**config.mk**
```make
export PLATFORM = sky130hd
export DESIGN_NAME = id_pc_ctrl
export DESIGN_NICKNAME = d
export VERILOG_FILES = /design/src/rtl/id_pc_ctrl.sv
export SDC_FILE = /design/constraint.sdc
export NUM_CORES = 1
export LEC_CHECK = 0
export CORE_UTILIZATION = 30
export DETAILED_ROUTE_END_ITERATION = 8
export GPL_TIMING_DRIVEN = 1
export PLACE_DENSITY = 0.66
export SETUP_SLACK_MARGIN = 0.1
export SYNTH_ARGS = -nofsm -noshare
export SYNTH_HDL_FRONTEND = slang
export SYNTH_SLANG_ARGS = --single-unit
```
**constraint.sdc**
```tcl
create_clock -name clk -period 2.44 [get_ports clk]
set_clock_uncertainty 0.05 [all_clocks]
set_input_delay 0.366 -clock clk [delete_from_list [all_inputs] [get_ports clk]]
set_output_delay 0.366 -clock clk [all_outputs]
set_load 0.005 [all_outputs]
```
**src/rtl/id_pc_ctrl.sv**
```systemverilog
// ID-stage next-PC control: holds IF/ID, resolves beq/j/jr in ID, squashes the
// wrong-path fetch after a redirect and stalls fetch on load-use/branch hazards.
//
// state (stall_cnt) | meaning
// RUN     (0)       | no extra stall pending; stalls only while a hazard is live
// STALL_1 (1)       | second stall cycle of a beq/jr waiting on a load result
module id_pc_ctrl #(
  parameter logic [31:0] NOP_WORD = 32'h0000_0000
) (
  input  logic        clk,
  input  logic        reset,
  input  logic [31:0] pc_4_in,
  input  logic [31:0] instr_in,
  input  logic [31:0] rs_data,
  input  logic [31:0] rt_data,
  input  logic        ex_mem_read,
  input  logic        ex_reg_write,
  input  logic [4:0]  ex_dst,
  output logic [31:0] beq,
  output logic [31:0] jr,
  output logic [27:0] offset28,
  output logic [3:0]  pc_4_id,
  output logic [1:0]  pc_src,
  output logic        pc_write,
  output logic [31:0] if_id_pc_4,
  output logic [31:0] if_id_instr,
  output logic        bubble
);

  localparam logic [1:0] RUN     = 2'd0;
  localparam logic [1:0] STALL_1 = 2'd1;

  localparam logic [5:0] OP_RTYPE = 6'b000000;
  localparam logic [5:0] OP_J     = 6'b000010;
  localparam logic [5:0] OP_BEQ   = 6'b000100;
  localparam logic [5:0] FN_JR    = 6'b001000;

  logic [1:0]  stall_cnt, stall_cnt_nxt;
  logic [5:0]  op, funct;
  logic [4:0]  rs, rt;
  logic [15:0] imm;
  logic        is_beq, is_j, is_jr, is_br;
  logic        src_match, haz_load, haz, stall;

  assign op    = if_id_instr[31:26];
  assign rs    = if_id_instr[25:21];
  assign rt    = if_id_instr[20:16];
  assign imm   = if_id_instr[15:0];
  assign funct = if_id_instr[5:0];

  assign is_beq = (op == OP_BEQ);
  assign is_j   = (op == OP_J);
  assign is_jr  = (op == OP_RTYPE) && (funct == FN_JR);
  assign is_br  = is_beq | is_jr;

  assign beq      = if_id_pc_4 + {{14{imm[15]}}, imm, 2'b00};
  assign jr       = rs_data;
  assign offset28 = {if_id_instr[25:0], 2'b00};
  assign pc_4_id  = if_id_pc_4[31:28];

  // $0 never carries a real dependency, so a zero destination cannot hazard.
  assign src_match = (ex_dst != 5'd0) && ((ex_dst == rs) || (ex_dst == rt));
  assign haz_load  = src_match && ex_mem_read;
  assign haz       = haz_load || (src_match && ex_reg_write && is_br);
  assign stall     = haz || (stall_cnt != RUN);

  assign pc_write = ~stall;
  assign bubble   = stall;

  always_comb begin
    pc_src = 2'b00;
    if (!stall) begin
      if (is_beq && (rs_data == rt_data)) pc_src = 2'b01;
      else if (is_jr)                     pc_src = 2'b10;
      else if (is_j)                      pc_src = 2'b11;
    end
  end

  // A branch on a load needs the load to clear MEM too, hence one extra cycle.
  always_comb begin
    stall_cnt_nxt = stall_cnt;
    if (stall_cnt != RUN)       stall_cnt_nxt = stall_cnt - 2'd1;
    else if (haz_load && is_br) stall_cnt_nxt = STALL_1;
  end

  always_ff @(posedge clk or posedge reset) begin
    if (reset) begin
      stall_cnt   <= RUN;
      if_id_instr <= NOP_WORD;
      if_id_pc_4  <= 32'd0;
    end else begin
      stall_cnt <= stall_cnt_nxt;
      if (!stall) begin
        if_id_pc_4  <= pc_4_in;
        if_id_instr <= (pc_src != 2'b00) ? NOP_WORD : instr_in;
      end
    end
  end

endmodule

```
==> results of run 1 <==
[layer usage]
metal | wire length [µm] | track usage, % | part of all wire, %
met5 | 0 | 0 | 0
met4 | 301 | 5.493 | 1.3
met3 | 1360 | 5.931 | 6.0
met2 | 12140 | 47.38 | 54
met1 | 8720 | 28.09 | 39
[cell usage after synthesis (all sizes together) (12+ instances only)]
library cell | instances | area (µm²)
a21o | 12 | 90.09
a21oi | 29 | 145.1
buf | 80 | 603.1
dfrtp | 66 | 1652
ha | 29 | 362.9
inv | 39 | 146.4
mux2 | 32 | 360.4
nand2 | 48 | 180.2
nand4 | 12 | 75.07
nor2 | 25 | 93.84
o21ai | 21 | 105.1
o31ai | 34 | 255.2
xnor2 | 41 | 359.1
xor2 | 28 | 245.2
[through the flow]
stage,cells,setup TNS (ns)
after floorplan,581,-0.3870
after global placement,1182,-31.31
after detailed placement,1182,-31.47
after CTS,1262,-44.01
after global routing,1270,-52.34
final,1270,-38.26
[what timing repair did]
item	in CTS	in global routing
gates cloned	13	0
gates resized for setup	285	91
buffers inserted	53	14
hold buffers	0	0
pin swaps	52	45
setup endpoints to repair	95	96
endpoints found under the hold margin	0	0
[state kept, by name (all words and copies together) (netlist names)]
| register | cells |
|---|---|
| if_id_instr | 32 |
| if_id_pc_4 | 32 |
| stall_cnt | 2 |
[final cells by class]
class | instances | area share [%]
Timing Repair Buffer | 536 | 44.86
Multi-Input combinational cell | 388 | 34.03
Sequential cell | 66 | 14.51
Tap cell | 225 | 2.470
Clock buffer | 12 | 2.338
Inverter | 39 | 1.295
Clock inverter | 4 | 0.4940
[worst max-delay path, delay by kind of cell, from the launching register on]
| kind | cells | cell delay, ns |
|---|---|---|
| compound gates | 4 | 0.98 |
| fa+ha+maj | 1 | 0.20 |
| buf+inv | 5 | 0.63 |
| flops | 1 | 0.39 |
| simple gates | 1 | 0.04 |
| xor+xnor | 1 | 0.19 |
[cell families after synthesis]
family | synth area share (%)
AO/OA/AOI/OAI | 17.58
buffers and inverters | 14.78
AND/OR/NAND/NOR | 10.51
XOR/XNOR | 11.46
flip-flops | 31.32
multiplexers | 7.023
adder cells (fa/ha/maj) | 7.260
other | 0.07111
[path summary, 6_finish.rpt]
| kind | endpoint | cells past startpoint |
|---|---|---|
| worst max-delay path | beq[21] | 12 |
| worst min-delay path | if_id_instr[19] | 2 |
| worst max register to register | if_id_instr[19] | 16 |
| worst min register to register | stall_cnt[1] | 1 |
| max in group asynchronous | if_id_instr[1] | 3 |
| min in group clk | stall_cnt[1] | 1 |
[report_power, final]
part           leakage [µW]  internal, µW  switching, µW
logic               0.00413          1950           1380
registers          0.000776          1200           95.5
clock network      0.000160           885            549
==> impl_metrics.csv, run 1 <==
group,metric,value,unit
outcome,status,"complete, but fails checks",
outcome,violations,"negative setup slack",
setup_path,crit_start,"if_id_instr[0]",
sta,finalMaxSlewViolations,0,
logic_synthesis,synth-main-ff-cell,"dfrtp_1",
floorplan,initial_utilization,30.60,%
final_layout,layout_commonest_cell,"clkdlybuf4s50_1",
sta,slew_headroom,66.39,%
global_route,overflow,0,
global_route,grt_usage,24.99,%
final_layout,multi_input_area,3879,µm²
logic_synthesis,ys_seq_area_share,31.32,%
pwr,p_per_area,531.3,nW/µm²
drt,drtPass1Iterations,4,
setup_path,critical_path_required,2.02,ns
setup_path,slowest_stage,"a221o_2",
setup_path,criticalPathCategory,"reg2out",
floorplan,row_count,48,
logic_synthesis,synth_edf_count,0,
clocking,cts_tree,"yes",
sta,worstMarginPinSlew,0.4989,ns
place,placed_area,9313,µm²
global_route,grt_max_degree,32,
logic_synthesis,syn_inst,580,
sta,min_period_over_period,130.5,%
place,post-dp-hpwl,15620,µm
floorplan,fp.dieW,134.6,µm
logic_synthesis,yosys_warnings,0,
sta,fin_crit,3.185,ns
drt,avgRoutedWirePerCell,17.74,µm
sta,max_freq,0.3140,GHz
job,cap_violations,0,
floorplan,dieHeight,134.6,µm
clocking,clock-sinks,66,
place,port_buffers,298,
pwr,p_leak,0.005064,µW
clocking,cts.reportedPaths.clkPinSlew,0.06,ns
final_layout,fin_nets,1207,
clocking,cts_buffers,9,
pwr,finalPower,6056,µW
place,gp_congestion,0.8508,
sta,setup_viol_count_final,91,
logic_synthesis,postSynthAreaPerCell,9.093,µm²
setup_path,critPathArrivalTime,2.77,ns
hold_path,min_path_type,"in2async",
setup_path,r2r_setup_slack,-0.45,ns
setup_path,crit_chain,"ha_2, buf_4, buf_6, buf_6, a211oi_4, o21ai_2, a221o_2, a21oi_4, buf_6, nor2_2, xor2_1, buf_2",
final_layout,register_area,1654,µm²
pwr,vdd.ir_drop.worst,0.0003723,V
final_layout,final_cell_mix,"265 x clkdlybuf4s50_1, 181 x buf_4, 64 x dfrtp_1",
drt,route.detailed.drc,0,
final_layout,design_area,11400,µm²
setup_path,cp-start-kind,"flip-flop",
drt,first_iter_violations,128,
floorplan,fp.dieArea,18110,µm²
setup_path,crit_path_max_fanout,2,
setup_path,cpPeakStageDelay,0.42,ns
clocking,cts.root.buffer_cell,"clkbuf_16",
drt,via_per_inst,4.813,
clocking,clk_latency,0.34,ns
final_layout,nFillCells,1345,
final_layout,diodes,0,
setup_path,cp-end-kind,"output pin",
setup_path,regToRegStartpoint,"if_id_instr[5]",
drt,postRouteAntennaNets,0,
floorplan,core_area,17240,µm²
final_layout,fin_util,66.13,%
global_route,antenna_found_initial,1,
sta,final_hold_viol_count,0,
drt,num_vias,6113,
global_route,grt_pass1_wl,34430,µm
sta,hold_slack,0.3094,ns
logic_synthesis,netlist_area,5274,µm²
clocking,h-tree-depth,3,
place,pre_cts_slack,-0.7557,ns
clocking,cts_max_path_buffers,2,
sta,worst_slack,-0.7452,ns
drt,wirelength,22520,µm
setup_path,cpMostUsedCell,"buf_6",
final_layout,drive_above_1_share,42.39,%
sta,rsz0062_at_grt,"true",
final_layout,area_growth,116.1,%
global_route,first_global_vias,6462,
logic_synthesis,ys_types,54,
logic_synthesis,ys_ff_latch,66,
floorplan,ioPinCount,301,
logic_synthesis,async_flop_share,100.0,%
(Power assumes the default switching activity.)
==> inputs of run 2 (changes only) <==
--- a/config.mk
+++ b/config.mk
@@ -7,8 +7,9 @@
 export LEC_CHECK = 0
 export CORE_UTILIZATION = 30
 export DETAILED_ROUTE_END_ITERATION = 8
+export DONT_BUFFER_PORTS = 1
 export GPL_TIMING_DRIVEN = 1
-export PLACE_DENSITY = 0.66
+export PLACE_DENSITY = 0.43
 export SETUP_SLACK_MARGIN = 0.1
 export SYNTH_ARGS = -nofsm -noshare
 export SYNTH_HDL_FRONTEND = slang
==> impl_metrics.csv, run 2 (synthesized netlist as in run 1, its figures left out) <==
group,metric,value,unit
outcome,status,"complete, but fails checks",
outcome,violations,"negative setup slack",
setup_path,critical_path_buf_inv_count,1,
global_route,first_global_vias,4804,
floorplan,ioPinCount,301,
setup_path,critPathArrivalTime,2.61,ns
place,gp_congestion,0.8335,
final_layout,nFillCells,1543,
final_layout,area_growth,56.16,%
clocking,cts.reportedPaths.clkPinSlew,0.06,ns
sta,worstMarginPinSlew,0.6818,ns
drt,avgRoutedWirePerCell,21.09,µm
floorplan,fp.dieW,134.6,µm
final_layout,reg.largest.list,"if_id_instr (32), if_id_pc_4 (32), stall_cnt (2)",
clocking,clock-sinks,66,
setup_path,cp-start-kind,"flip-flop",
global_route,busiest_layer,"met2",
global_route,grtUsageMet1,22.56,%
sta,fin_crit,3.022,ns
sta,final_hold_viol_count,0,
final_layout,drive_above_1_share,55.65,%
final_layout,layout.cells.non_filler,906,
global_route,grt_pass1_wl,27670,µm
drt,via_per_inst,5.145,
setup_path,crit_path_max_fanout,3,
global_route,grt_usage,20.54,%
setup_path,crit_family,"compound AO/OA/AOI/OAI gates",
final_layout,diodes,0,
sta,max_freq,0.3309,GHz
clocking,cts_max_path_buffers,2,
pwr,p_leak,0.003623,µW
drt,postRouteAntennaNets,0,
sta,slew_headroom,54.55,%
place,place_inst,853,
global_route,grtUsageMet3,5.330,%
pwr,vdd.ir_drop.worst,0.0004533,V
clocking,cts.root.buffer_cell,"clkbuf_16",
sta,finalMaxSlewViolations,0,
drt,num_vias,4661,
sta,hold_slack,0.1079,ns
drt,drtPass1Iterations,4,
floorplan,dieHeight,134.6,µm
place,port_buffers,0,
job,cap_violations,0,
place,pre_cts_slack,-0.3095,ns
setup_path,cp-end-kind,"output pin",
setup_path,criticalPathCategory,"reg2out",
final_layout,layout_commonest_cell,"buf_4",
sta,setup_tns,-25.52,ns
global_route,overflow,0,
floorplan,fp.dieArea,18110,µm²
setup_path,crit_chain,"ha_2, fa_2, a211oi_2, o211ai_1, buf_4, nand4_1, a31oi_4, a221oi_2, xnor2_1",
floorplan,core_area,17240,µm²
sta,min_period_over_period,123.9,%
global_route,grt_util_met2,37.88,%
global_route,grt_max_degree,36,
setup_path,critical_path_required,2.02,ns
place,post-dp-hpwl,14240,µm
drt,route.detailed.drc,0,
global_route,antenna_found_initial,0,
drt,first_iter_violations,164,
final_layout,fin_nets,845,
drt,wirelength,19110,µm
clocking,cts_tree,"yes",
setup_path,slowest_stage,"dfrtp_1",
clocking,h-tree-depth,3,
setup_path,cpPeakStageDelay,0.39,ns
sta,setup_viol_count_final,89,
clocking,cts_buffers,9,
pwr,finalPower,5084,µW
sta,rsz0062_at_grt,"true",
hold_path,min_path_type,"in2reg",
clocking,clk_latency,0.34,ns
floorplan,row_count,48,
final_layout,final_cell_mix,"124 x buf_4, 61 x dfrtp_1, 37 x inv_1",
sta,worst_slack,-0.5821,ns
pwr,p_per_area,617.3,nW/µm²
floorplan,initial_utilization,30.60,%
## run 2: cell count changes in the layout (fill, tap and decap cells not counted), moves of 6 or more
| cell | previous run | this run |
|---|---|---|
| clkdlybuf4s50_1 | 265 | 0 |
| buf_4 | 181 | 124 |
| buf_2 | 28 | 0 |
| buf_6 | 35 | 24 |
| nand2_1 | 24 | 14 |
| xnor2_1 | 38 | 31 |
| ha_1 | 14 | 8 |
## run 2: worst paths after layout
| path | from | slack, ns | end | depth (start not counted) |
|---|---|---|---|---|
| setup / recovery | if_id_pc_4[2] | -0.58 | beq[28] | 9 |
| hold / removal | instr_in[31] | 0.11 | if_id_instr[31] | 2 |
| setup reg to reg | if_id_instr[3] | -0.41 | if_id_pc_4[30] | 12 |
| hold reg to reg | stall_cnt[0] | 0.45 | stall_cnt[1] | 1 |
| max in group asynchronous | reset | 1.15 | if_id_instr[15] | 3 |
| min in group asynchronous | reset | 0.50 | if_id_instr[23] | 2 |
## run 2: layer usage
| metal | up-vias | share of wire (%) |
|---|---|---|
| li1 | 2179 | - |
| met1 | 2253 | 38 |
| met2 | 194 | 53 |
| met3 | 35 | 6.4 |
| met4 | 0 | 2.3 |
| met5 | - | 0 |
## run 2: layout make-up
| type | count | area (µm²) | share of cell area (%) |
|---|---|---|---|
| multi-input combinational | 388 | 4099 | 49.77 |
| timing repair buffer | 174 | 1754 | 21.30 |
| sequential | 66 | 1658 | 20.13 |
| tap | 225 | 281.5 | 3.418 |
| clock buffer | 11 | 252.7 | 3.069 |
| inverter | 39 | 150.1 | 1.823 |
| clock inverter | 3 | 40.04 | 0.4862 |
## run 2: metrics by stage
stage          area, µm²  utilization (%)
3_5_place_dp        6122            35.52
6_report            8235            47.78
3_3_place_gp        6122            35.52
4_1_cts             7383            42.84
2_1_floorplan       5415                -
5_1_grt             8235            47.78
## run 2: power breakdown
part,internal [µW],leakage (µW),switching [µW]
sequential,1200,0.000773,136
clock,831,0.000147,487
combinational,1290,0.00270,1150
total,3310,0.00362,1770
## run 2: worst reg2reg max path, stage by stage (launching register included)
cell     delay, ns
dfrtp_1       0.38
buf_6         0.14
or4b_4        0.49
o41ai_4       0.21
buf_4         0.18
a31oi_4       0.10
o31ai_4       0.24
buf_6         0.16
buf_6         0.11
buf_8         0.12
buf_12        0.11
buf_16        0.14
mux2_4        0.30
## run 2: what timing repair did
action	4_1_cts	5_1_grt
hold buffers	1	0
resized for setup	148	132
setup buffers	13	17
gates cloned	7	3
endpoints found under the setup margin	94	94
pin swaps	51	46
hold endpoints to repair	32	0
==> RTL edit 1, RTL diff (config.mk and constraints of run 2) <==
Make the reset (`reset`) synchronous in one clocked block.
--- a/src/rtl/id_pc_ctrl.sv
+++ b/src/rtl/id_pc_ctrl.sv
@@ -85,3 +85,3 @@
 
-  always_ff @(posedge clk or posedge reset) begin
+  always_ff @(posedge clk) begin
     if (reset) begin
Function: differs if reset is asserted again (counterexample within 4 cycles, from zero or initial values and one cycle with reset high); with reset held inactive, the same outputs for 10 cycles.
==> RTL edit 1 against run 2 <==
Sequential cell count stayed put; sequential share of layout area is 2.2 points lower; the flow still finishes with violations (negative setup slack); design area is 9.4% lower; largest power group unchanged; count of clock-buffer cells in the layout stayed put; total power is 19% lower; worst setup slack worse by 65 ps; via count is 4.3% higher; area after synthesis is 6.2% lower; routed wire length is 3.6% lower.
==> RTL edit 1: results (changes against run 2) <==
Status - finished, violations left
Failing checks - negative setup slack
Global Route Usage Sum - 0.211 (+0.00532)
Compound-cell area share of the yosys netlist - 0.191 (+0.0151)
Largest cells by area after synthesis - dfxtp_1 (27%), buf_4 (10%), xor2_1 (8.7%)
Asr flop ratio synth - 0 (-1.00)
Synth cell types - 53 (-1.9%)
Critical Path Source - if_id_pc_4[2]$_SDFFE_PP0N_
Commonest cells in the synthesized netlist - nand2_1 (113), a21oi_1 (85), buf_4 (69)
M3 GR Usage - 0.0501 (-0.00322)
Register share of total power - 0.313 (+0.051)
Via Count - 4,860 (+4.3%)
R2R setup slack - 0 ps (+410 ps)
Initial antenna violation count - 1 (+1)
Slowest CP cell - a221oi_2
Setup WS post-layout - -647 ps (-65.3 ps)
Final setup fails - 30 (-66%)
Starting DRT DRC Count - 190 (+16%)
Commonest register cell after synthesis - dfxtp_1
Hold_sp - reset
Net Sw Power - 1380 uW (-22%)
First-pass GRT wire length - 26.2 mm (-5.2%)
Combinational share of power - 0.346 (-0.132)
Final setup TNS - -10,940 ps (+14,580 ps)
Hold Worst Slack - 18.9 ps (-88.9 ps)
Xor and xnor area share after synthesis - 0.115 (+0.000454)
Largest stage delay on the critical path - 360 ps (-30 ps)
Nets@finish - 878 (+3.9%)
-- RTL edit 1: changes by cell type in the layout (fill, tap and decap cells not counted), moves of 25 or more --
| cell | change |
|---|---|
| dfrtp_1 | -61 |
| a21oi_2 | +57 |
| dfxtp_1 | +56 |
| nand2_1 | +36 |
| nand2_4 | +35 |
| mux2_4 | -32 |
| xor2_1 | +25 |
-- RTL edit 1: cell type report --
cell class | instances | area (sq um) | share of cell area
clock inverters | 5 | 62.6 | 0.00838
well taps | 216 | 270 | 0.0362
diodes | 1 | 2.50 | 0.000335
inverters | 15 | 56.3 | 0.00755
flip-flops and latches | 66 | 1340 | 0.179
multi-input cells | 474 | 4030 | 0.541
clock buffers | 11 | 253 | 0.0339
repair buffers | 145 | 1450 | 0.194
-- RTL edit 1: worst max-delay path, delay by kind of cell (launching register included) --
family                     cells  cell delay [ps]
xor gates and xnor gates       1              200
AOI/OAI and AO/OA              6             1120
buffers and inverters          1              160
adders and majority gates      2              510
DFF                            1              330
-- RTL edit 1: what timing repair did --
| action | 4_1_cts | 5_1_grt |
|---|---|---|
| buffers inserted | 39 | 11 |
| setup endpoints to repair | 91 | 95 |
| gates cloned | 11 | 0 |
| resized for setup | 168 | 138 |
| pin swaps | 89 | 88 |
-- RTL edit 1: layer usage --
metal,wire [um],vias to the layer above,share of wire
met1,7000,2323,0.38
met5,0,-,0
li1,-,2311,-
met2,9660,196,0.52
met3,1190,30,0.065
met4,575,0,0.031
-- RTL edit 1: stage by stage --
step	power [uW]	cells	cell area (sq um)	worst slack (ps)
finish	4100	933	7460	-647
global route	4310	933	7460	-784
CTS	4010	937	6980	-727
detailed placement	2320	872	5410	-365
global placement	2300	872	5410	-335
floorplan	2020	645	5020	-189
==> RTL edit 2, RTL diff (config.mk and constraints of run 2) <==
Made on the original files. Put a register stage on the outputs `beq`, `jr`, `offset28`, `pc_4_id`, `pc_write` and `bubble`, cleared by the reset. The values now appear one clock later. The other outputs are not delayed to match. Comments in the files are not updated.
--- a/src/rtl/id_pc_ctrl.sv
+++ b/src/rtl/id_pc_ctrl.sv
@@ -55,6 +55,2 @@
 
-  assign beq      = if_id_pc_4 + {{14{imm[15]}}, imm, 2'b00};
-  assign jr       = rs_data;
-  assign offset28 = {if_id_instr[25:0], 2'b00};
-  assign pc_4_id  = if_id_pc_4[31:28];
 
@@ -66,4 +62,19 @@
 
-  assign pc_write = ~stall;
-  assign bubble   = stall;
+  always_ff @(posedge clk or posedge reset) begin
+    if (reset) begin
+      beq      <= '0;
+      jr       <= '0;
+      offset28 <= '0;
+      pc_4_id  <= '0;
+      pc_write <= '0;
+      bubble   <= '0;
+    end else begin
+      beq      <= if_id_pc_4 + {{14{imm[15]}}, imm, 2'b00};
+      jr       <= rs_data;
+      offset28 <= {if_id_instr[25:0], 2'b00};
+      pc_4_id  <= if_id_pc_4[31:28];
+      pc_write <= ~stall;
+      bubble   <= stall;
+    end
+  end
 
Behaviour: not the same (Yosys sat finds a counterexample within 4 cycles, from zero or initial values and one cycle with reset high).
==> RTL edit 2 against run 2 <==
The run still ends with negative setup slack left; first-iteration DRC count up 7.9%; worst setup slack gained 440 ps; synthesized cell count down 5.2%; non-clock buffer count decreased by 33; core utilization fell by 5.8 points; critical path depth fell by 2; sequential cell count up 96; total power grew 49%; routed wire length up 9.5%; die area is 32% higher; hold slack lost 82 ps; design area rose by 16%; area after synthesis is 33% higher; largest cell class is now flip-flops and latches.
==> RTL edit 2: results (changes against run 2) <==
Vias in the first global route - 5,395 (+12%)
Worst R2R Start - if_id_instr[4]$_DFFE_PP0N_
First-pass GRT wire length - 31.3 mm (+13%)
Largest stage delay on the critical path - 550 ps (+160 ps)
Post-CTS Resized - 51 (-66%)
Post-CTS Setup Bufs - 17 (+4)
Status - finished, violations left
R2R setup slack - -120 ps (+290 ps)
Fill count - 2,149 (+39%)
Starting DRT DRC Count - 177 (+7.9%)
Slowest CP cell - or4b_4
Failing checks - negative setup slack
Compound-cell area share of the yosys netlist - 0.127 (-0.0489)
Fraction of layout cells with a size suffix above 1 - 0.307 (-0.249)
R2r endpoint - if_id_pc_4[10]$_DFFE_PP0N_
GPL Wtd Cong - 0.819 (-1.7%)
Largest net degree at the start of global routing - 57 (+58%)
Via Count - 4,923 (+5.6%)
Hold_sp - instr_in[17]
Setup WS post-layout - -146 ps (+436 ps)
Nets@finish - 860 (+1.8%)
VDD IR max - 0.000324 V (-29%)
Mux cell area share after synthesis - 0.0543 (-0.0159)
CP arrival - 2170 ps (-440 ps)
Max-Slew Margin vs Limit - 0.419 (-0.126)
Commonest cells in the synthesized netlist - dfrtp_1 (162), xor2_1 (45), a22o_1 (32)
Global Route Usage Sum - 0.175 (-0.0309)
Final setup fails - 35 (-61%)
DP HPWL - 15.0 mm (+5.4%)
Sequential share of the synthesized area - 0.579 (+0.266)
Final wirelength - 20.9 mm (+9.5%)
Largest cells by area after synthesis - dfrtp_1 (58%), xor2_1 (5.6%), ha_1 (5.2%)
[RTL edit 2: final cells by class]
type	count	area, sq um	share of cell area
clock buffer	19	443	0.0463
clock inverter	13	164	0.0171
inverter	10	41.3	0.00431
multi-input combinational	361	3100	0.324
sequential	162	4060	0.424
tap	313	392	0.0409
timing repair buffer	141	1370	0.143
[RTL edit 2: through the flow]
step                      std cells  hold WS, ps  setup slack, ps  TNS (ps)  cell area (sq um)
after floorplan                 551          341            -60.2     -5390               7020
after global placement          926          348             -215     -7540               7940
after detailed placement        926          348             -300    -10270               7940
after CTS                      1010         3.83             -279     -7530               9320
after global routing           1019         4.43             -240     -7630               9570
final                          1019         25.4             -146     -3540               9570
[RTL edit 2: per-layer routing]
layer  vias up  GRT usage  wire [um]
met5         -          0          0
met4         0     0.0481        279
met3        19     0.0602       1490
met2       215      0.306      10800
met1      2427      0.201       8390
li1       2262          -          -
[RTL edit 2: worst max-delay path by stage]
stage | cells past startpoint | start | slack [ps] | to
floorplan | 7 | if_id_instr[15]$_DFFE_PP0N_ | -60 | beq[31]$_DFF_PP0_
global placement | 9 | if_id_instr[4]$_DFFE_PP0N_ | -220 | beq[31]$_DFF_PP0_
detailed placement | 9 | if_id_instr[1]$_DFFE_PP0N_ | -300 | beq[31]$_DFF_PP0_
CTS | 7 | if_id_instr[4]$_DFFE_PP0N_ | -280 | pc_src[0]
global route | 7 | if_id_instr[4]$_DFFE_PP0N_ | -240 | pc_src[1]
finish | 7 | if_id_instr[4]$_DFFE_PP0N_ | -150 | pc_src[1]
[RTL edit 2: report_power, final]
group	switching [uW]	internal, uW
Clock	1200	1580
Sequential	251	3030
Combinational	762	757
Total	2210	5360
